<file path="src/rtl/fetch_unit.sv">
// Instruction-fetch / PC sequencer: fetches from a 1-cycle block-RAM, hands the
// word to the decoder, and computes the next PC once execute commits.
module fetch_unit #(
    parameter int          ADDR_W   = 10,
    parameter logic [31:0] RESET_PC = 32'h0000_0000
) (
    input  logic              clk,
    input  logic              rst_n,
    input  logic              start,
    input  logic [31:0]       imem_dout,
    output logic              imem_ren,
    output logic [ADDR_W-1:0] imem_addr,
    output logic [31:0]       instr,
    output logic              dec_en,
    input  logic              decoder_done,
    input  logic              exec_done,
    input  logic              take_branch,
    input  logic              jump,
    input  logic              jump_reg,
    input  logic [25:0]       jump_address,
    input  logic [31:0]       branch_offset,
    input  logic [31:0]       reg_target,
    input  logic              exit_instruction,
    output logic [31:0]       pc,
    output logic [31:0]       pc_plus4,
    output logic [31:0]       instr_count,
    output logic              halted,
    output logic              misaligned
);

    typedef enum logic [2:0] {
        S_IDLE,
        S_FETCH,
        S_MEM,
        S_DECODE,
        S_EXEC,
        S_HALT
    } state_t;

    state_t      state, state_next;
    logic        first_decode;
    logic [31:0] pc_next;
    logic        misaligned_next;
    logic        retire;

    assign pc_plus4  = pc + 32'd4;
    assign imem_addr = pc[ADDR_W+1:2];
    assign retire    = (state == S_EXEC) && exec_done;

    always_comb begin
        state_next      = state;
        pc_next         = pc;
        misaligned_next = misaligned;
        case (state)
            S_IDLE:   if (start) state_next = S_FETCH;
            S_FETCH:  state_next = S_MEM;
            S_MEM:    state_next = S_DECODE;
            // decoder_done may still be high from the previous instruction
            S_DECODE: if (!first_decode && decoder_done) state_next = S_EXEC;
            S_EXEC: begin
                if (exec_done) begin
                    if (exit_instruction) begin
                        state_next = S_HALT;
                    end else begin
                        state_next = S_FETCH;
                        if (jump_reg) begin
                            pc_next = {reg_target[31:2], 2'b00};
                            if (reg_target[1:0] != 2'b00) misaligned_next = 1'b1;
                        end else if (jump) begin
                            pc_next = {pc_plus4[31:28], jump_address, 2'b00};
                        end else if (take_branch) begin
                            pc_next = pc_plus4 + {branch_offset[29:0], 2'b00};
                        end else begin
                            pc_next = pc_plus4;
                        end
                    end
                end
            end
            S_HALT:   state_next = S_HALT;
            default:  state_next = S_IDLE;
        endcase
    end

    // Strobes are registered from the next state so they line up with the state.
    always_ff @(posedge clk or negedge rst_n) begin
        if (!rst_n) begin
            state        <= S_IDLE;
            pc           <= RESET_PC;
            instr        <= 32'd0;
            dec_en       <= 1'b0;
            imem_ren     <= 1'b0;
            instr_count  <= 32'd0;
            halted       <= 1'b0;
            misaligned   <= 1'b0;
            first_decode <= 1'b0;
        end else begin
            state        <= state_next;
            pc           <= pc_next;
            misaligned   <= misaligned_next;
            imem_ren     <= (state_next == S_FETCH);
            dec_en       <= (state_next == S_DECODE);
            halted       <= (state_next == S_HALT);
            first_decode <= (state_next == S_DECODE) && (state != S_DECODE);
            if (state == S_MEM) instr <= imem_dout;
            if (retire) instr_count <= instr_count + 32'd1;
        end
    end

endmodule

</file>
<file path="config.mk">
export PLATFORM = sky130hd
export DESIGN_NAME = fetch_unit
export DESIGN_NICKNAME = d
export VERILOG_FILES = /design/src/rtl/fetch_unit.sv
export SDC_FILE = /design/constraint.sdc
export NUM_CORES = 1
export LEC_CHECK = 0
export CAP_MARGIN = 5
export CORE_ASPECT_RATIO = 1.4
export CORE_MARGIN = 2
export CORE_UTILIZATION = 49
export DETAILED_ROUTE_END_ITERATION = 16
export PLACE_DENSITY = 0.88
export SLEW_MARGIN = 20
export SYNTH_ARGS = -nofsm -noshare
export SYNTH_HDL_FRONTEND = slang
export SYNTH_SLANG_ARGS = --single-unit
</file>
<file path="constraint.sdc">
create_clock -name clk -period 8.3 [get_ports clk]
set_input_delay 1.66 -clock clk [delete_from_list [all_inputs] [get_ports clk]]
set_output_delay 1.66 -clock clk [all_outputs]
set_load 0.1 [all_outputs]
</file>
==> metrics.md, run 1 <==
| Metric | Value |
|---|---|
| Die outline area | `around 16000 um2` |
| Post-route DRC | `0` |
| Register bit total from synthesis | `102` |
| Outcome | `complete, no violations` |
| Die X | `107 um` |
| RSZ-0062 raised after global routing | `no` |
| DR iter-0 viols | `452` |
| Post-route ant nets | `0` |
| F_max | `0.176 GHz` |
| WP data arrival | `4030 ps` |
| Critical path fanouts, max | `7` |
| P&R area growth vs syn | `41.6%` |
| Top cell type's share of synthesized area | `35.3%` |
| Reg2reg end | `pc[26]$_DFFE_PN0P_` |
| Setup repair bufs after CTS | `0` |
| IO buf count | `266` |
| Starting Density | `roughly 50%` |
| Area of the multi-input gates | `4380 um2` |
| Hold Path Class | `flop to flop` |
| Worst slew margin | `29.0%` |
| Final setup TNS | `0 ps` |
| Final WL | `approximately 23 mm` |
| CP max-delay cell | `clkdlybuf4s50_1` |
| Final setup fails | `0` |
| CTS sink cnt | `a little over 100` |
| H-tree depth | `3` |
| Synth warn | `0` |
| Worst Hold Margin | `485 ps` |
| Hold_sp | `instr_count[31]$_DFFE_PN0P_` |
| Post-synthesis cell count | `792` |
| Critical Path End Type | `output port` |
| CP Launch Type | `flop` |
| Per-cell routed wire length | `19.0 um` |
| R2R Path Start | `pc[2]$_DFFE_PN0P_` |
| CTS clk-pin slew, worst paths | `about 80 ps` |
| Max-cap violations | `0` |
| Critical path's largest stage delay | `1220 ps` |
| Num CTS Buffers | `9` |
| Via count | `7198` |
| Post-DP Area | `9940 um2` |
| Grt ovf | `0` |
| Synth async-reset ratio | `100%` |
| Initial antenna violation count | `0` |
| Largest net degree at the start of global routing | `61` |
| Actual slew at the worst max-slew pin | `between 1000 and 1500 ps` |
| TritonCTS clock tree | `built` |
| Period minus WS final | `roughly 5700 ps` |
| Hold Path Cell Cnt | `1` |
| Worst path cell trace | `ha_1 > nand4_1 > nor3_2 > nand2_1 > nor3_1 > xor2_1 > clkdlybuf4s50_1` |
| Synth unique cells | `75` |
| Clk Latency, worst-skew pair | `between 300 and 400 ps` |
| FF-to-FF setup slack | `3920 ps` |
| Via density | `5.89` |
| Pins Over Slew Limit | `0` |
| Crit Path Class | `flop to output port` |
| Hold Violations, Final | `0` |
| R2R depth | `14` |
| Post-CTS sizing | `0` |
| Post-Syn Area | `7230 um2` |
| Period utilization | `68.6%` |
| Fill cell count | `1126` |
| Layout cells sized above 1 | `7.64%` |
| Synth top cells by count | `dfrtp_1 (102), nand2_1 (72), nor2_1 (66)` |
| First-pass GRT wire length | `36.6 mm` |
| Clk buf depth | `2` |
| Chip Height | `148 um` |
| Row cnt | `52` |
| Gp weighted congestion | `0.930` |
| Root Buffer | `clkbuf_16` |
| Detailed Place HPWL | `around 17 mm` |
| Number of synthesized flops with an enable pin | `0` |
| Top FF cell, synth | `dfrtp_1` |
| Final Cell Area | `10200 um2` |
| # hold bufs at CTS | `0` |
| Setup crit end | `pc_plus4[26]` |
| Critical path startpoint | `pc[2]$_DFFE_PN0P_` |
| Most frequent cell after synthesis | `dfrtp_1` |
| Ports | `273` |
| Core area | `14400 um2` |
| Main area contributors after synthesis | `dfrtp_1 (35%), ha_1 (6.4%), xnor2_1 (5.7%), mux2_2 (5.3%), nand2_1 (3.7%)` |
| Vias in the first global route | `7160` |
| DR pass1 iterations | `6` |
| GRT Total Usage | `29.3%` |
| Clock skew | `14.8 ps` |
| Post-synthesis sequential area ratio | `about a third` |
| Data required time of the worst path | `between 6000 and 7000 ps` |
| Register area | `around 2600 um2` |
| Avg Cell Area, Syn | `between 9 and 10 um2` |
| Cell taking the most area after synthesis | `dfrtp_1` |
| Antenna cell count | `0` |
| Final net count | `1198` |
[worst min path at each step]
stage                             endpoint  slack, ps
2_1_floorplan             dec_en$_DFF_PN0_        490
3_3_place_gp        misaligned$_DFFE_PN0P_        450
3_5_place_dp        misaligned$_DFFE_PN0P_        460
4_1_cts             misaligned$_DFFE_PN0P_        480
5_1_grt             misaligned$_DFFE_PN0P_        490
6_report       instr_count[31]$_DFFE_PN0P_        480
[worst max-delay path, delay by kind of cell, from the launching register on]
kind | cells | cell delay [ps]
flip-flops | 1 | 480
adder cells (fa/ha/maj) | 1 | 260
AND/OR/NAND/NOR | 4 | 1400
buffers and inverters | 1 | 1220
XOR/XNOR | 1 | 320
[placed cells by master, fill, tap and decap left out, types with 5 or more instances in the layout]
| cell | netlist | layout |
|---|---|---|
| clkdlybuf4s50_1 | 0 | 264 |
| dfrtp_1 | 102 | 102 |
| nand2_1 | 72 | 72 |
| nor2_1 | 66 | 65 |
| xnor2_1 | 47 | 47 |
| a21oi_1 | 43 | 43 |
| nand3_1 | 37 | 37 |
| ha_1 | 37 | 37 |
| o21ai_0 | 35 | 35 |
| mux2_2 | 34 | 34 |
| xor2_1 | 26 | 26 |
| nand4_1 | 17 | 17 |
| nand2b_1 | 17 | 17 |
| and3_1 | 16 | 16 |
| a21o_1 | 15 | 15 |
| inv_1 | 14 | 14 |
| mux2i_1 | 13 | 13 |
| a211oi_1 | 11 | 11 |
| and4_1 | 9 | 9 |
| a31oi_1 | 9 | 9 |
| clkbuf_16 | 0 | 9 |
| a221oi_1 | 8 | 8 |
| buf_4 | 15 | 8 |
| nor3_1 | 7 | 7 |
| a41oi_1 | 6 | 6 |
| o221ai_1 | 6 | 6 |
| o211ai_1 | 6 | 6 |
| a211o_1 | 6 | 6 |
| o22ai_1 | 5 | 5 |
| nor2b_1 | 6 | 5 |
| o21a_1 | 5 | 5 |
[kinds of logic (layout without fill, tap and decap cells)]
family,after synthesis,count (layout),share of synthesized area (%)
buffers and inverters,66,305,4.41
xor gates and xnor gates,73,73,8.85
muxes,47,47,7.10
and+or+nand+nor,276,276,20.0
DFF,102,102,35.3
AOI/OAI and AO/OA,189,189,17.6
adders and majority gates,38,38,6.68
other,1,4,0.0519
[flip-flops by register name, indices dropped and copies added (netlist names)]
register,count
dec_en,1
first_decode,1
halted,1
imem_ren,1
instr,32
instr_count,32
misaligned,1
pc,30
state,3
[cell type report]
| class | instances | share of cell area (%) |
|---|---|---|
| Clock buffer | 10 | 2.33 |
| Timing Repair Buffer | 273 | 26.5 |
| Inverter | 16 | 0.587 |
| Multi-Input combinational cell | 627 | 42.8 |
| Tap cell | 189 | 2.31 |
| Clock inverter | 6 | 0.599 |
| Sequential cell | 102 | 24.9 |
[stage by stage]
stage	util, %	cells	setup WS [ps]
floorplan	-	795	2580
global placement	68.8	1207	3100
detailed placement	68.8	1207	3090
CTS	70.9	1223	2670
global route	70.9	1223	2520
finish	70.9	1223	2610
[layer usage]
metal	GRT usage (%)	wire length, um	vias to the layer above
li1	-	-	3353
met1	34.9	8570	3422
met2	50.7	11700	356
met3	6.48	2010	67
met4	12.3	930	0
met5	0	0	-
Power of run 1 is left out: the tool's default activity adds up to more than one toggle a clock period on the data nets, which glitch-free logic cannot reach.
==> run 2, diff against run 1 <==
Settings changed: CORE_UTILIZATION 49 to 41, PLACE_DENSITY 0.88 to 0.78.
Clock period 8.3 ns to 5.2 ns, I/O delays scaled along.
==> run 2 against run 1 <==
  * Register-to-register slack worse by 3000 ps
  * Utilization down 11 points
  * Non-clock buffer count up 4
  * Clock skew shrank 4.1 ps
  * Die area increased by 19%
==> metrics.md, run 2 (same netlist as run 1, synthesis figures left out) <==
| Metric | Value |
|---|---|
| Outcome | `complete, no violations` |
| Fill cell count | `about 1500` |
| Clock network power share | `under 10%` |
| Core area | `17300 um2` |
| Pre-CTS setup slack | `1020 ps` |
| P&R area growth vs syn | `44.6%` |
| Detailed Place HPWL | `between 15 and 20 mm` |
| DR iter-0 viols | `453` |
| Max-cap violations | `0` |
| Data required time of the worst path | `4160 ps` |
| RSZ-0062 raised after global routing | `no` |
| Regs by FF count | `instr (32), instr_count (32), pc (30)` |
| CP top delay family | `buffers and inverters` |
| Post-DP Area | `10100 um2` |
| Hold Path Class | `flop to flop` |
| Clk Latency, worst-skew pair | `360 ps` |
| First-pass GRT wire length | `between 30 and 40 mm` |
| Post-route ant nets | `0` |
| LEAKAGE | `between 0.004 and 0.005 uW` |
| Int Power | `2890 uW` |
| Setup ws final | `slightly above 800 ps` |
| Critical path fanouts, max | `6` |
| Post-CTS sizing | `0` |
| Row cnt | `57` |
| Actual slew at the worst max-slew pin | `roughly 1100 ps` |
| TritonCTS clock tree | `built` |
| Die X | `116 um` |
| Final WL | `roughly 24 mm` |
| Antenna cell count | `0` |
| WP data arrival | `3330 ps` |
| Hold Violations, Final | `0` |
| Worst Hold Margin | `roughly 480 ps` |
| GRT Total Usage | `between 20% and 30%` |
| Num CTS Buffers | `9` |
| Initial antenna violation count | `0` |
| Period minus WS final | `4370 ps` |
| VDD IR max | `about 0.64 mV` |
| Gp weighted congestion | `0.940` |
| CTS clk-pin slew, worst paths | `about 80 ps` |
| Setup repair bufs after CTS | `0` |
| Final Cell Area | `about 10000 um2` |
| Comb power frac | `72.4%` |
| Grt ovf | `0` |
| Largest net degree at the start of global routing | `81` |
| Power density over the cells | `725 nW/um2` |
| Pins Over Slew Limit | `0` |
| F_max | `0.229 GHz` |
| Die outline area | `around 19000 um2` |
| Critical path's largest stage delay | `1180 ps` |
| Via count | `7153` |
| Chip Height | `161 um` |
| CTS sink cnt | `102` |
| Root Buffer | `clkbuf_16` |
| Most frequent cells in the layout | `clkdlybuf4s50_1 (244), dfrtp_1 (102), nand2_1 (72)` |
| Vias in the first global route | `7151` |
| Switching Fraction | `about 60%` |
| # hold bufs at CTS | `0` |
| CP max-delay cell | `clkdlybuf4s50_1` |
| Crit Path Class | `flop to output port` |
| Final net count | `1202` |
| Per-cell routed wire length | `19.0 um` |
| Post-route DRC | `0` |
| Clk buf depth | `2` |
| H-tree depth | `3` |
| Clock skew | `10.7 ps` |
| Via density | `5.61` |
| Period utilization | `a little over four fifths` |
| Worst path cell trace | `nand3_1 > or2_2 > nor2_1 > and3_1 > xor2_2 > clkdlybuf4s50_1` |
| Net Sw Power | `around 4700 uW` |
| CP Launch Type | `flop` |
| Commonest non-fill, non-tap cell in the layout | `clkdlybuf4s50_1` |
| CP bufs+invs | `1` |
| Flop pwr share | `18.0%` |
| IO buf count | `266` |
| Worst slew margin | `28.9%` |
| DR pass1 iterations | `7` |
| Starting Density | `41.7%` |
| Layout cells sized above 1 | `11.9%` |
| Final setup fails | `0` |
| Critical Path End Type | `output port` |
| Ports | `273` |
| Total power | `around 7600 uW` |
==> run 2: path summary, 6_finish.rpt <==
| check | from | endpoint | slack (ps) | depth (start not counted) |
|---|---|---|---|---|
| min in group asynchronous | rst_n | instr_count[19]$_DFFE_PN0P_ | 700 | 1 |
| max | pc[6]$_DFFE_PN0P_ | pc_plus4[11] | 830 | 6 |
| min reg2reg | misaligned$_DFFE_PN0P_ | misaligned$_DFFE_PN0P_ | 480 | 1 |
| max reg2reg | pc[7]$_DFFE_PN0P_ | pc[26]$_DFFE_PN0P_ | 940 | 13 |
| max in group asynchronous | rst_n | pc[13]$_DFFE_PN0P_ | 3660 | 2 |
| min | misaligned$_DFFE_PN0P_ | misaligned$_DFFE_PN0P_ | 480 | 1 |
==> run 2: routing by layer <==
layer	share of wire [%]	track usage, %
met1	38	30.6
met2	51	44.5
met3	7.7	6.45
met4	3.2	10.1
met5	0	0
==> run 2: metrics by stage <==
step	cells	util, %	setup TNS, ps
2_1_floorplan	795	-	-12.7
3_3_place_gp	1258	58.5	0
3_5_place_dp	1258	58.5	0
4_1_cts	1274	60.3	0
5_1_grt	1274	60.3	0
6_report	1274	60.3	0
==> run 2: layout make-up <==
type                            count  area (um2)  area share, %
Clock buffer                        9         225           2.16
Clock inverter                      7        88.8          0.850
Inverter                           16        60.1          0.575
Multi-Input combinational cell    627        4540           43.4
Sequential cell                   102        2550           24.4
Tap cell                          236         295           2.83
Timing Repair Buffer              277        2690           25.8
==> run 2: power groups by stage <==
stage	registers (uW)	clock network [uW]	logic [uW]
floorplan	3080	0	2550
global placement	1360	0	5420
detailed placement	1370	0	5470
CTS	1360	748	5490
global route	1400	776	5720
finish	1360	727	5490
(Power assumes the default switching activity.)
==> run 3, diff against run 2 <==
Settings changed: CORE_UTILIZATION 41 to 45, PLACE_DENSITY 0.78 to 0.81.
Clock period 5.2 ns to 4.4 ns, I/O delays scaled along.
==> run 3 against run 2 <==
  * Design area grew 2.1%
  * Via count shrank 0.92%
  * Die area shrank 8.6%
  * Global-route usage grew 1.6 points
  * Combinational power grew 20%
  * Worst setup slack lost 490 ps
  * Hold slack lost 4.4 ps
  * Non-clock buffer count grew 5
  * Wire length shrank 0.92%
  * Largest cell class unchanged
  * Largest power group unchanged
==> metrics.md, run 3 (same netlist as run 1, synthesis figures left out) <==
| Metric | Value |
|---|---|
| Post-route DRC | `0` |
| Gp weighted congestion | `0.963` |
| H-tree depth | `3` |
| Period minus WS final | `4070 ps` |
| Post-CTS sizing | `0` |
| Hold Violations, Final | `0` |
| Critical path fanouts, max | `8` |
| Most frequent CP cell | `nor2_1` |
| Final WL | `23.9 mm` |
| GRT Total Usage | `27.4%` |
| CTS sink cnt | `just over 100` |
| Setup ws final | `333 ps` |
| Clock skew | `7.64 ps` |
| Post-route ant nets | `0` |
| IO buf count | `roughly 270` |
| CP Launch Type | `flop` |
| Num CTS Buffers | `9` |
| Die outline area | `around 17000 um2` |
| WP data arrival | `4340 ps` |
| Top Metal Used | `met4` |
| Via count | `7087` |
| Commonest non-fill, non-tap cell in the layout | `clkdlybuf4s50_1` |
| Final setup fails | `0` |
| Initial antenna violation count | `1` |
| Via density | `5.72` |
| Vias in the first global route | `7122` |
| Data required time of the worst path | `4670 ps` |
| Root Buffer | `clkbuf_16` |
| Period utilization | `92.4%` |
| Final Cell Area | `10700 um2` |
| CP top delay family | `compound AO/OA/AOI/OAI gates` |
| Chip Height | `154 um` |
| Post-DP Area | `10300 um2` |
| Worst slew margin | `about 31%` |
| # hold bufs at CTS | `0` |
| VDD IR max | `0.758 mV` |
| Core area | `roughly 16000 um2` |
| DR iter-0 viols | `436` |
| Per-cell routed wire length | `19.3 um` |
| Layout cells sized above 1 | `15.1%` |
| Most frequent cells in the layout | `clkdlybuf4s50_1 (239), dfrtp_1 (85), nand2_1 (72)` |
| Ports | `273` |
| Met3 wire len | `1.92 mm` |
| Row cnt | `54` |
| F_max | `between 0.2 and 0.25 GHz` |
| Power density over the cells | `between 800 and 900 nW/um2` |
| Starting Density | `46.1%` |
| Actual slew at the worst max-slew pin | `1030 ps` |
| TritonCTS clock tree | `built` |
| CP bufs+invs | `1` |
| Final setup TNS | `0 ps` |
| Clk Latency, worst-skew pair | `350 ps` |
| First-pass GRT wire length | `37.8 mm` |
| Critical path's largest stage delay | `480 ps` |
| RSZ-0062 raised after global routing | `no` |
| Clk buf depth | `2` |
| DR pass1 iterations | `5` |
| Largest net degree at the start of global routing | `50` |
| CP max-delay cell | `dfrtp_4` |
| Met1 wire length | `around 9.2 mm` |
| Crit Path Class | `flop to flop` |
| Critical Path End Type | `flop` |
| Layout Utilization | `between 60% and 70%` |
| Regs by FF count | `instr (32), instr_count (32), pc (30)` |
| CTS clk-pin slew, worst paths | `approximately 80 ps` |
| Final net count | `between 1000 and 1500` |
| Hold Path Class | `flop to flop` |
| Outcome | `complete, no violations` |
| Pins Over Slew Limit | `0` |
| LEAKAGE | `~0.0046 uW` |
| Die X | `111 um` |
| Setup repair bufs after CTS | `0` |
| P&R area growth vs syn | `47.6%` |
| Max-cap violations | `0` |
| Detailed Place HPWL | `18.4 mm` |
| Grt ovf | `0` |
| FF-to-FF setup slack | `about 330 ps` |
| Worst path cell trace | `nand2_1 > or2_2 > nor2_1 > and3_1 > xor2_4 > ha_1 > a211oi_1 > nor2_1 > o31ai_1 > a311oi_2 > buf_4 > a21oi_1 > mux2i_1 > a41oi_1 > o21ai_0` |
| DR WL met2 | `12.2 mm` |
| Pre-CTS setup slack | `379 ps` |
## run 3: cell count changes in the layout (fill, tap and decap cells not counted), sizes merged
cell / change
clkdlybuf4s50: -5
diode: +1
buf: +10
clkinv: +3
inv: -3
## run 3: metal layers
layer | vias to the layer above | GRT usage, %
li1 | 3366 | -
met1 | 3377 | 32.2
met3 | 47 | 7.02
met4 | 0 | 9.29
met5 | - | 0
met2 | 297 | 48.8
## run 3: worst register-to-register path, delay by kind of cell, from the launching register on
| family | cells | cell delay [ps] |
|---|---|---|
| AOI/OAI and AO/OA | 6 | 1460 |
| and+or+nand+nor | 5 | 1100 |
| DFF | 1 | 480 |
| adders and majority gates | 1 | 340 |
| muxes | 1 | 230 |
| xor gates and xnor gates | 1 | 190 |
| buffers and inverters | 1 | 190 |
## run 3: metrics by stage
step	std cells	hold slack [ps]	power (uW)
6_report	1240	475	9080
5_1_grt	1240	498	9460
4_1_cts	1239	477	9080
3_5_place_dp	1223	456	8230
3_3_place_gp	1223	457	8150
2_1_floorplan	795	487	6790
## run 3: layout make-up
type	instances	area, um2
Fill cell	1260	5010
Clock inverter	7	86.3
Inverter	16	60.1
Antenna cell	1	2.50
Sequential cell	102	2580
Tap cell	196	245
Timing Repair Buffer	282	2710
Clock buffer	9	225
Multi-Input combinational cell	627	4750
## run 3: path summary, 6_finish.rpt
kind / start / end / cells past startpoint
max in group asynchronous: rst_n / pc[6]$_DFFE_PN0P_ / 2
setup / recovery: pc[4]$_DFFE_PN0P_ / pc[28]$_DFFE_PN0P_ / 15
setup reg to reg: pc[4]$_DFFE_PN0P_ / pc[28]$_DFFE_PN0P_ / 15
hold / removal: instr_count[31]$_DFFE_PN0P_ / instr_count[31]$_DFFE_PN0P_ / 1
min in group asynchronous: rst_n / instr[6]$_DFFE_PN0P_ / 1
hold reg to reg: instr_count[31]$_DFFE_PN0P_ / instr_count[31]$_DFFE_PN0P_ / 1
## run 3: power by group
group,switching [uW],internal (uW),leakage [uW],total [uW]
logic,4750,1830,0.00320,6580
clock network,427,408,0.000150,835
registers,398,1270,0.00128,1670
